==> config.mk <==
export PLATFORM = sky130hd
export DESIGN_NAME = mem_ctrl
export DESIGN_NICKNAME = d
export VERILOG_FILES = /design/src/rtl/mem_pkg.sv /design/src/rtl/mem_access_check.sv /design/src/rtl/mem_ctrl.sv
export SDC_FILE = /design/constraint.sdc
export NUM_CORES = 1
export LEC_CHECK = 0
export ABC_AREA = 0
export BUFFER_PORTS_ARGS = -buffer_cell sky130_fd_sc_hd__buf_4
export CORE_MARGIN = 5
export CORE_UTILIZATION = 45
export DETAILED_ROUTE_END_ITERATION = 12
export PLACE_DENSITY_LB_ADDON = 0.12
export SKIP_CTS_REPAIR_TIMING = 1
export SLEW_MARGIN = 30
export SYNTH_ARGS = -nofsm -noshare
export SYNTH_HDL_FRONTEND = slang
export SYNTH_SLANG_ARGS = --single-unit
==> constraint.sdc <==
create_clock -name clk -period 5.6 [get_ports clk]
set_clock_uncertainty 0.05 [all_clocks]
set_input_delay 0.84 -clock clk [delete_from_list [all_inputs] [get_ports clk]]
set_output_delay 0.84 -clock clk [all_outputs]
set_load 0.03 [all_outputs]
==> src/rtl/mem_pkg.sv <==
// Shared MEM-stage definitions: data_mem length encodings, RISC-V load/store
// exception cause codes and the access-size helper.
package mem_pkg;

  typedef enum logic [2:0] {
    LEN_B  = 3'd0,
    LEN_H  = 3'd1,
    LEN_W  = 3'd2,
    LEN_BU = 3'd3,
    LEN_HU = 3'd4
  } mem_len_e;

  localparam logic [3:0] CAUSE_LD_MISALIGN = 4'd4;
  localparam logic [3:0] CAUSE_LD_FAULT    = 4'd5;
  localparam logic [3:0] CAUSE_ST_MISALIGN = 4'd6;
  localparam logic [3:0] CAUSE_ST_FAULT    = 4'd7;

  // Byte count of an access; illegal encodings fall to 4 and are caught separately.
  function automatic logic [2:0] len_size(input logic [2:0] len);
    case (len)
      3'd0, 3'd3: len_size = 3'd1;
      3'd1, 3'd4: len_size = 3'd2;
      3'd2:       len_size = 3'd4;
      default:    len_size = 3'd4;
    endcase
  endfunction

endpackage

==> src/rtl/mem_access_check.sv <==
// Combinational range/alignment/legality check for a data access, producing
// the matching RISC-V exception cause. Stateless so it can be shared with fetch.
module mem_access_check
  import mem_pkg::*;
#(
  parameter int MEM_BYTES     = 256,
  parameter bit MISALIGN_TRAP = 1'b0
) (
  input  logic [31:0] addr,
  input  logic [2:0]  len,
  input  logic        is_load,
  input  logic        is_store,
  output logic        illegal,
  output logic        range_fault,
  output logic        misalign,
  output logic [3:0]  cause
);

  logic [2:0]  size_s;
  logic [32:0] end_addr_s;
  logic        is_mem_s;
  logic        unaligned_s;
  logic        access_fault_s;

  // End address is formed at 33 bits so accesses near 2^32 cannot wrap into range.
  always_comb begin
    is_mem_s    = is_load | is_store;
    size_s      = len_size(len);
    end_addr_s  = {1'b0, addr} + {30'd0, size_s} - 33'd1;
    illegal     = is_mem_s & (len > 3'd4);
    range_fault = is_mem_s & (end_addr_s >= 33'(MEM_BYTES));
    case (size_s)
      3'd2:    unaligned_s = addr[0];
      3'd4:    unaligned_s = (addr[1:0] != 2'b00);
      default: unaligned_s = 1'b0;
    endcase
    misalign       = MISALIGN_TRAP & is_mem_s & unaligned_s;
    access_fault_s = illegal | range_fault;
    // A request flagged as both load and store is reported as a store.
    if (!(access_fault_s | misalign)) begin
      cause = 4'd0;
    end else if (is_store) begin
      cause = access_fault_s ? CAUSE_ST_FAULT : CAUSE_ST_MISALIGN;
    end else begin
      cause = access_fault_s ? CAUSE_LD_FAULT : CAUSE_LD_MISALIGN;
    end
  end

endmodule

==> src/rtl/mem_ctrl.sv <==
// MEM-stage controller: drives data_mem from the EX/MEM request, traps bad
// accesses and presents the MEM/WB result with valid/ready backpressure.
module mem_ctrl
  import mem_pkg::*;
#(
  parameter int MEM_BYTES     = 256,
  parameter int ADDR_W        = $clog2(MEM_BYTES),
  parameter bit MISALIGN_TRAP = 1'b0
) (
  input  logic              clk,
  input  logic              rst,
  input  logic              ex_valid,
  output logic              ex_ready,
  input  logic [31:0]       ex_alu_result,
  input  logic [31:0]       ex_store_data,
  input  logic [4:0]        ex_rd,
  input  logic              ex_reg_write,
  input  logic              ex_mem_read,
  input  logic              ex_mem_write,
  input  logic [2:0]        ex_mem_len,
  input  logic              flush,
  output logic [ADDR_W-1:0] dm_addr,
  output logic [31:0]       dm_in,
  output logic [2:0]        dm_len,
  output logic              dm_read,
  output logic              dm_write,
  input  logic [31:0]       dm_out,
  output logic              wb_valid,
  input  logic              wb_ready,
  output logic [4:0]        wb_rd,
  output logic              wb_reg_write,
  output logic [31:0]       wb_data,
  output logic              wb_exc,
  output logic [3:0]        wb_cause,
  output logic [31:0]       wb_badaddr
);

  logic        accept_s;
  logic        fault_s;
  logic        illegal_s;
  logic        range_fault_s;
  logic        misalign_s;
  logic [3:0]  cause_s;
  logic        is_load_r;
  logic [31:0] alu_result_r;

  mem_access_check #(
    .MEM_BYTES     (MEM_BYTES),
    .MISALIGN_TRAP (MISALIGN_TRAP)
  ) u_check (
    .addr        (ex_alu_result),
    .len         (ex_mem_len),
    .is_load     (ex_mem_read),
    .is_store    (ex_mem_write),
    .illegal     (illegal_s),
    .range_fault (range_fault_s),
    .misalign    (misalign_s),
    .cause       (cause_s)
  );

  // Handshake and data_mem strobes; strobes only fire on an accept so dm_out freezes under stall.
  always_comb begin
    ex_ready = !wb_valid | wb_ready;
    accept_s = ex_valid & ex_ready & !flush;
    fault_s  = illegal_s | range_fault_s | misalign_s;
    dm_read  = accept_s & ex_mem_read & !fault_s;
    dm_write = accept_s & ex_mem_write & !fault_s;
    dm_addr  = ex_alu_result[ADDR_W-1:0];
    dm_in    = ex_store_data;
    dm_len   = ex_mem_len;
    wb_data  = (is_load_r & !wb_exc) ? dm_out : alu_result_r;
  end

  // MEM/WB result register.
  always_ff @(posedge clk) begin
    if (rst) begin
      wb_valid     <= 1'b0;
      wb_rd        <= 5'd0;
      wb_reg_write <= 1'b0;
      wb_exc       <= 1'b0;
      wb_cause     <= 4'd0;
      wb_badaddr   <= 32'd0;
      is_load_r    <= 1'b0;
      alu_result_r <= 32'd0;
    end else if (accept_s) begin
      wb_valid     <= 1'b1;
      wb_rd        <= ex_rd;
      wb_reg_write <= ex_reg_write & !fault_s;
      wb_exc       <= fault_s;
      wb_cause     <= cause_s;
      wb_badaddr   <= fault_s ? ex_alu_result : 32'd0;
      is_load_r    <= ex_mem_read & !ex_mem_write;
      alu_result_r <= ex_alu_result;
    end else if (wb_ready | flush) begin
      wb_valid <= 1'b0;
    end
  end

endmodule

Word level (Yosys, flattened, before mapping)

Cells that the tools add are included.

Add/subtract/negate cells: 2
Magnitude comparators: 2
Eq/ne operators: 3
Multiplexer cells: 7
Bitwise logic cells: 15
Reductions and logical operators: 9

Operators with widths:

| kind                    | number |
|---|---|
| $mux W32                | 2 |
| $add A32 B3 Y33         | 1 |
| $ge A33 B9 Y1 const B   | 1 |
| $sub A33 B1 Y33 const B | 1 |
| $and A1 B1 Y1           | 11 |
| $pmux W3 S2             | 1 |
| $logic_not A1 Y1        | 5 |
| $mux W4                 | 1 |
| $or A1 B1 Y1            | 4 |
| $reduce_or A2 Y1        | 2 |
| $eq A3 B1 Y1 const B    | 1 |
| $eq A3 B2 Y1 const B    | 1 |
| $eq A3 B3 Y1 const B    | 1 |
| $gt A3 B3 Y1 const B    | 1 |
| $logic_not A3 Y1        | 1 |
| $mux W1                 | 2 |
| $mux W2                 | 1 |
| $reduce_bool A2 Y1      | 1 |

Flip-flop bits (word level): 77
Bits of input ports: 112
Output and inout bits: 122
Logic and storage cells: 46

Logic depth before layout (Yosys ltp)

Gate-level depths: netlist of run 1.

Depth after elaboration: 10
Depth in mapped cells: 18
Depth with buffers taken out: 16

Hierarchy

A second synthesis of run 1 with hierarchy kept.

Cells, all modules: 787
Area, all modules: 6,404.9 um^2

By module, submodules not included:

| module           | times used | cells an instance | area an instance (um^2) | sequential area each (um^2) |
|---|---|---|---|---|
| mem_ctrl         | 1          | 440               | 4,086.4                 | 1,541.5 |
| mem_access_check | 1          | 347               | 2,318.5                 | 0.0 |

Least setup slack after synthesis of run 1

Ideal clock, no wire load.

Kind: input -> output
Start point: input ex_mem_len[0]
End point: output dm_read
Arrival: 4,134 ps
Required time: 4,710 ps
Slack: 576 ps
Cell stages on the path: 16
Path buffers: 0
Path through: xor2_1 > nand2b_1 > ha_1 > inv_1 > ha_1 > inv_1 > fa_1 > nor2b_1 > o31a_1 > o21ai_1 > a21oi_1 > mux2i_1 > or3_1 > a311oi_1 > o2111ai_1 > nor3_1

Longest elaborated chain between the ends: 10
Elaborated cells on any way between the ends: 16
Those cells by class: 2 x add/sub; 2 x order compare; 3 x eq/ne; 1 x mux; 4 x bitwise; 4 x reduce/logical

Ends and longest elaborated chain:

| what                                 | RTL line               | RTL |
|---|---|---|
| start: declaration                   | mem_ctrl.sv:20         | `input logic [2:0] ex_mem_len,` |
| $eq A3 B1 Y1 (tied with other cells) | mem_pkg.sv:20          | `case (len)` |
| $reduce_or A2 Y1                     | mem_pkg.sv:20          |  |
| $pmux W3 S2                          | mem_pkg.sv:20          |  |
| $add A32 B3 Y33                      | mem_access_check.sv:29 | `end_addr_s = {1'b0, addr} + {30'd0, size_s} - 33'd1;` |
| $sub A33 B1 Y33                      | mem_access_check.sv:29 |  |
| $ge A33 B9 Y1                        | mem_access_check.sv:31 | `range_fault = is_mem_s & (end_addr_s >= 33'(MEM_BYTES));` |
| $and A1 B1 Y1                        | mem_access_check.sv:31 |  |
| $or A1 B1 Y1 *                       | mem_ctrl.sv:65         | `fault_s = illegal_s \| range_fault_s \| misalign_s;` |
| $logic_not A1 Y1 *                   | n/a                    |  |
| $and A1 B1 Y1 *                      | mem_ctrl.sv:66         | `dm_read = accept_s & ex_mem_read & !fault_s;` |
| end: declaration                     | mem_ctrl.sv:25         | `output logic dm_read,` |

Mark *: on every way between the ends. The rest lies on a longest branch, timed or not.

Worst setup path in the final report of run 1

Start point: input ex_mem_len[2]
End point: output dm_write

Longest elaborated chain between the ends: 10
Elaborated cells on any way between the ends: 16
Those cells by class: 2 x add/sub; 2 x order compare; 3 x eq/ne; 1 x mux; 4 x bitwise; 4 x reduce/logical

Ends and longest elaborated chain:

| what                                 | RTL line               | RTL |
|---|---|---|
| $eq A3 B1 Y1 (tied with other cells) | mem_pkg.sv:20          |  |
| $reduce_or A2 Y1                     | mem_pkg.sv:20          |  |
| $pmux W3 S2                          | mem_pkg.sv:20          |  |
| $add A32 B3 Y33                      | mem_access_check.sv:29 |  |
| $sub A33 B1 Y33                      | mem_access_check.sv:29 |  |
| $ge A33 B9 Y1                        | mem_access_check.sv:31 |  |
| $and A1 B1 Y1                        | mem_access_check.sv:31 |  |
| $or A1 B1 Y1 *                       | mem_ctrl.sv:65         |  |
| $logic_not A1 Y1 *                   | n/a                    |  |
| $and A1 B1 Y1 *                      | mem_ctrl.sv:67         | `dm_write = accept_s & ex_mem_write & !fault_s;` |
| end: declaration                     | mem_ctrl.sv:26         | `output logic dm_write,` |

Marks and branches as above.

==> metrics.txt, run 1 <==
final hold vios 0; worst slack, placed 299 ps; Post-Place Cells between 900 and 1000; Initial Utilization 45.6%; GR Util All Layers around a quarter; FFs w/ async S/R, synth 0%; Lkg Pwr between 3 and 4 nW; final non-filler cell total approximately 1000; routability cong. roughly 0.9; Seq/Total Area, Yosys 25.9%; MaxCap Viol Count 0; WL final ~19000 um; RSZ-0062 raised after global routing false; Period minus WS final 5350 ps; CTS tree built; drt drc 0; Cell Chain, Critical Path buf_4 > xor2_1 > nand2b_1 > ha_1 > inv_1 > ha_1 > inv_1 > fa_1 > nor2b_1 > o31ai_1 > a211oi_1 > o21a_1 > nor3_1 > or3_1 > a311oi_1 > o2111ai_1 > nor3_1 > buf_4; fin util roughly 56%; Hold WS 402 ps; gr ovfl total 0; initial drt markers ~430; CP peak stage delay 370 ps; Final setup viols 0; Final nets 973; clock slew at reported path FFs roughly 60 ps; Vias/cell approximately 5.7; post-synthesis cell count about 730; register area approximately 0.0015 mm^2; synth top area cells dfxtp_1 (26%), nand2_1 (7.8%), ha_1 (7.4%); Boundary Pins between 200 and 250; # rows about 40; Slew @ Worst Pin approximately 920 ps; count of different cell masters after synthesis 70; PnR Total Power between 1.5 and 2 mW; status finished clean; crit end category output pin; Top delay family on crit path compound AO/OA/AOI/OAI gates; total CTS buffers 9; WP buf/inv 4; wire length per cell 19.3 um; Antenna Nets Post-Route 0; Clock Latency Late Sink around 340 ps; Top FF cell, synth dfxtp_1; vias in the first global route between 5000 and 6000; maximum clock path buffer count 2; crit path launch type primary input; Yosys top cell by area dfxtp_1; Detail Placement HPWL around 15000 um; Multi-input gate area around 0.0035 mm^2; Min-Delay Path Class flop to flop; post-synthesis average cell area between 7 and 8 um^2; design area between 0.007 and 0.008 mm^2; top post-synthesis cells by count nand2_1 (118), dfxtp_1 (74), a21oi_1 (67); #FFs+latches synth between 70 and 80; Tcrit/Tclk final 95.5%; CP max FO 5; H-Tree Level Count 3; initial antenna violation count 0; slowest cell on the critical path or3_1; clk sinks 74; Synth-to-Final Area Change 23.5%; clock root buffer master clkbuf_16; fill count roughly 1200; Net Count, Synth between 800 and 900; DR vias around 5700; largest net degree at the start of global routing between 40 and 50; maximum VDD drop around 110 uV; setup TNS 0 ps; Port Buffers 168; fmax between 150 and 200 MHz; DR pass1 iterations 5; setup ws final ~250 ps; first-pass GRT wire length 29200 um; critical path type primary input to output pin; Slew HR roughly two fifths; die boundary height 123 um; Ys Warns 0; top-count cell post-synth nand2_1; share of cells above drive strength 1 between 20% and 30%; EDFF count, synth 0; Mapped Area 0.00571 mm^2; pwr dens ~250 mW/mm^2; Die Span X 123 um; fin. max-slew vios 0; Critical Path AT ~4500 ps; Antenna diodes 0; Core Area 0.0125 mm^2; die area approximately 0.015 mm^2; placed cell area 0.00671 mm^2; required time worst endpoint between 4000 and 5000 ps; top cell type's share of synthesized area 25.9%
[cells by family (layout without fill, tap and decap cells)]
kind of cell	after synthesis	in the layout	share of synthesized area, %
xor+xnor	13	13	1.99
compound gates	205	205	25.8
mux	36	36	7.01
simple gates	228	228	18.4
other cells	1	1	0.0656
flops	74	74	25.9
buf+inv	136	239	12.9
fa+ha+maj	35	35	7.80
[metal layers]
metal	global-route usage, %	vias to the layer above	share of wire [%]
li1	-	2797	-
met1	32.4	2712	43
met2	41.3	187	49
met3	4.10	43	5.7
met4	8.26	0	2.5
met5	0	-	0
[layout by cell type, fill, tap and decap left out, types with 3 or more instances in the layout]
cell / synthesis / routed
xor2_1: 6 / 6
and3_1: 3 / 3
xnor2_1: 7 / 7
a211o_1: 4 / 4
or4_1: 3 / 3
mux2i_1: 4 / 4
and4_1: 3 / 3
o2111ai_1: 3 / 3
o21a_1: 14 / 14
inv_1: 47 / 47
a21oi_1: 67 / 67
mux2_2: 32 / 32
nor3_1: 12 / 11
dfxtp_1: 74 / 74
o221ai_1: 5 / 5
o21ai_1: 7 / 7
ha_1: 34 / 34
nor2b_1: 4 / 3
a211oi_1: 4 / 4
a21oi_2: 3 / 3
nand3_1: 10 / 10
nand2b_1: 4 / 4
a32o_1: 34 / 34
o21bai_1: 3 / 3
nand4_1: 12 / 12
buf_4: 47 / 176
a31oi_1: 6 / 6
o211ai_1: 8 / 8
nor4_1: 7 / 7
nor2_1: 36 / 35
o21ai_0: 17 / 17
bufinv_16: 0 / 3
nand2_1: 118 / 118
clkbuf_16: 0 / 9
[sequential cells by signal, summed over array words and instances, names as in the netlist]
signal and cells:
wb_badaddr 32, alu_result_r 32, wb_reg_write 1, is_load_r 1
wb_rd 5, wb_cause 2, wb_valid 1
[path summary, 6_finish.rpt]
path                                       end  depth (start not counted)  slack (ps)                    startpoint
setup / recovery                      dm_write                         18         250                 ex_mem_len[2]
hold / removal    alu_result_r[4]$_SDFFE_PP0P_                          2         400  alu_result_r[4]$_SDFFE_PP0P_
setup reg to reg   wb_badaddr[28]$_SDFFE_PP0P_                          6        3330         wb_valid$_SDFFE_PP0P_
hold reg to reg   alu_result_r[4]$_SDFFE_PP0P_                          2         400  alu_result_r[4]$_SDFFE_PP0P_
[where the power goes]
part / switching, mW / total [mW] / leakage [nW] / internal, mW
Sequential: 0.0136 / 0.564 / 0.604 / 0.550
Clock: 0.222 / 0.658 / 0.163 / 0.436
Combinational: 0.338 / 0.555 / 2.32 / 0.217
Total: 0.574 / 1.78 / 3.09 / 1.20
[final cells by class]
type	instances	area share [%]
clock buffer	10	3.25
clock inverter	6	1.63
inverter	47	2.50
multi-input combinational	518	49.8
sequential	74	21.0
tap	172	3.05
timing repair buffer	176	18.7
[worst reg2reg max path, cell delays in order (launching register included)]
cell     delay [ps]
dfxtp_1         350
nor2b_1         320
nor3b_2          80
buf_4           280
nor2_2          600
buf_4           360
a32o_1          160
Power figures use the tool's default switching activity.
==> run 2: changes to the inputs <==
- REMOVE_ABC_BUFFERS: unset -> 1
==> run 2 against run 1 <==
- setup slack better by 83 ps
- first-iteration DRC count is 8.7% higher
- cell area is 0.48% lower
- critical path type unchanged
- largest cell class unchanged
- combinational power is 1% lower
- count of clock-buffer cells in the layout is 1 higher
==> metrics.txt, run 2 (synthesis gave the netlist of run 1 again) <==
status finished clean; clock root buffer master clkbuf_16; Tcrit/Tclk final 94.0% (-1.5 points); fin util 56.1% (-0.27 points); Core Area 0.0125 mm^2 (unchanged); # rows 41 (unchanged); critical path type primary input to output pin; Initial Utilization 45.6% (unchanged); maximum VDD drop 169 uV (+59%); Port Buffers 168 (unchanged); Die Span X 123 um (unchanged); largest net degree at the start of global routing 44 (-4.3%); drt drc 0 (unchanged); Synth-to-Final Area Change 22.9%; Multi-input gate area 0.00352 mm^2 (+0.18%); PnR Total Power 1.68 mW (-5.3%); die area 0.0150 mm^2 (unchanged); HP Start alu_result_r[6]$_SDFFE_PP0P_; wire length per cell 18.3 um (-4.9%); Hold Path Cell Cnt 2 (unchanged); R2R setup slack 2700 ps (-630 ps); crit end category output pin; register area 0.00148 mm^2 (unchanged); H-Tree Level Count 3 (unchanged); most frequent cells in the layout buf_4 (171), nand2_1 (118), dfxtp_1 (74); maximum clock path buffer count 2 (unchanged); required time worst endpoint 4710 ps (about the same); DR vias 5720 (-0.33%); Min-Delay Path Class flop to flop; Boundary Pins 234 (unchanged); initial drt markers 463 (+8.7%); Final nets 970 (-0.31%); MaxCap Viol Count 0 (unchanged); CP peak stage delay 390 ps (+20 ps); die boundary height 123 um (unchanged); Antenna diodes 0 (unchanged); final hold vios 0 (unchanged); CP max FO 5 (unchanged); Period minus WS final 5260 ps (-83.1 ps); FF-to-FF path depth 6 (unchanged); slowest cell on the critical path or3_1; crit path launch type primary input; Post-Place Cells 983 (-0.41%); Antenna Nets Post-Route 0 (unchanged); CTS tree built; final non-filler cell total 999 (-0.40%); Slew @ Worst Pin 943 ps (+23.9 ps); crit path from ex_mem_len[2]; clk sinks 74 (unchanged); fmax 190 MHz (+1.6%); total CTS buffers 9 (unchanged); share of cells above drive strength 1 29.0% (-0.22 points); GR Util All Layers 23.9% (-0.88 points); pwr dens 240 mW/mm^2 (-4.9%); Slew HR 36.8% (-1.8 points); Hold WS 403 ps (+1.27 ps); DR pass1 iterations 4 (-1); Crit Reg-Reg Endpoint wb_badaddr[13]$_SDFFE_PP0P_; clock slew at reported path FFs 50 ps (about the same); worst r2r src wb_valid$_SDFFE_PP0P_; fill count 1233 (+1.5%); biggest regs alu_result_r x32, wb_badaddr x32, wb_rd x5; routability cong. 0.995 (+9.7%); Lkg Pwr 3.06 nW (-0.70%); Detail Placement HPWL 14300 um (-7.2%); vias in the first global route 5387 (-0.79%); WL final 18300 um (-5.3%); Clock Latency Late Sink 340 ps (about the same); Critical Path AT 4370 ps (-90 ps); Cell Chain, Critical Path buf_4 > xor2_1 > nand2b_1 > ha_1 > inv_1 > ha_1 > inv_1 > fa_1 > nor2b_1 > o31a_1 > o21ai_1 > a21oi_2 > mux2i_1 > or3_1 > a311oi_1 > o2111ai_1 > nor3_1 > buf_4; Final setup viols 0 (unchanged); commonest non-fill, non-tap cell in the layout buf_4; gr ovfl total 0 (unchanged); Worst Setup EP dm_read; Vias/cell 5.73 (about the same); fin. max-slew vios 0 (unchanged); initial antenna violation count 0 (unchanged); setup TNS 0 ps (unchanged); RSZ-0062 raised after global routing false; first-pass GRT wire length 28100 um (-3.9%)
## run 2: layer usage
metal	track usage [%]	wire, um	vias up
li1	-	-	2775
met1	30.0	7950	2687
met2	38.9	8490	238
met3	8.34	1630	20
met4	5.46	253	0
met5	3.82	0	-
## run 2: worst min-delay path by stage
stage	to	slack, ps
6_report	alu_result_r[6]$_SDFFE_PP0P_	400
5_1_grt	alu_result_r[18]$_SDFFE_PP0P_	420
4_1_cts	alu_result_r[14]$_SDFFE_PP0P_	410
3_5_place_dp	alu_result_r[14]$_SDFFE_PP0P_	400
3_3_place_gp	alu_result_r[3]$_SDFFE_PP0P_	390
2_1_floorplan	alu_result_r[0]$_SDFFE_PP0P_	380
## run 2: cell type report
class                      instances  area share (%)
clock buffer                      11            3.46
clock inverter                     4           0.731
inverter                          47            2.51
multi-input combinational        518            50.2
sequential                        74            21.1
tap                              172            3.07
timing repair buffer             173            19.0
## run 2: power breakdown
group	switching, mW	internal, mW
Clock	0.218	0.355
Combinational	0.331	0.216
Sequential	0.0122	0.550
## run 2: through the flow
stage                     area [um^2]  setup slack (ps)
after floorplan                  5150               576
after global placement           6690               400
after detailed placement         6690               324
after CTS                        6990               315
after global routing             7020              63.4
final                            7020               337
## run 2: critical path: cells and delay by family
kind                     cells  cell delay (ps)
AND/OR/NAND/NOR              4              880
XOR/XNOR                     1              140
multiplexers                 1              160
adder cells (fa/ha/maj)      3              780
AO/OA/AOI/OAI                5             1110
buffers and inverters        4              450
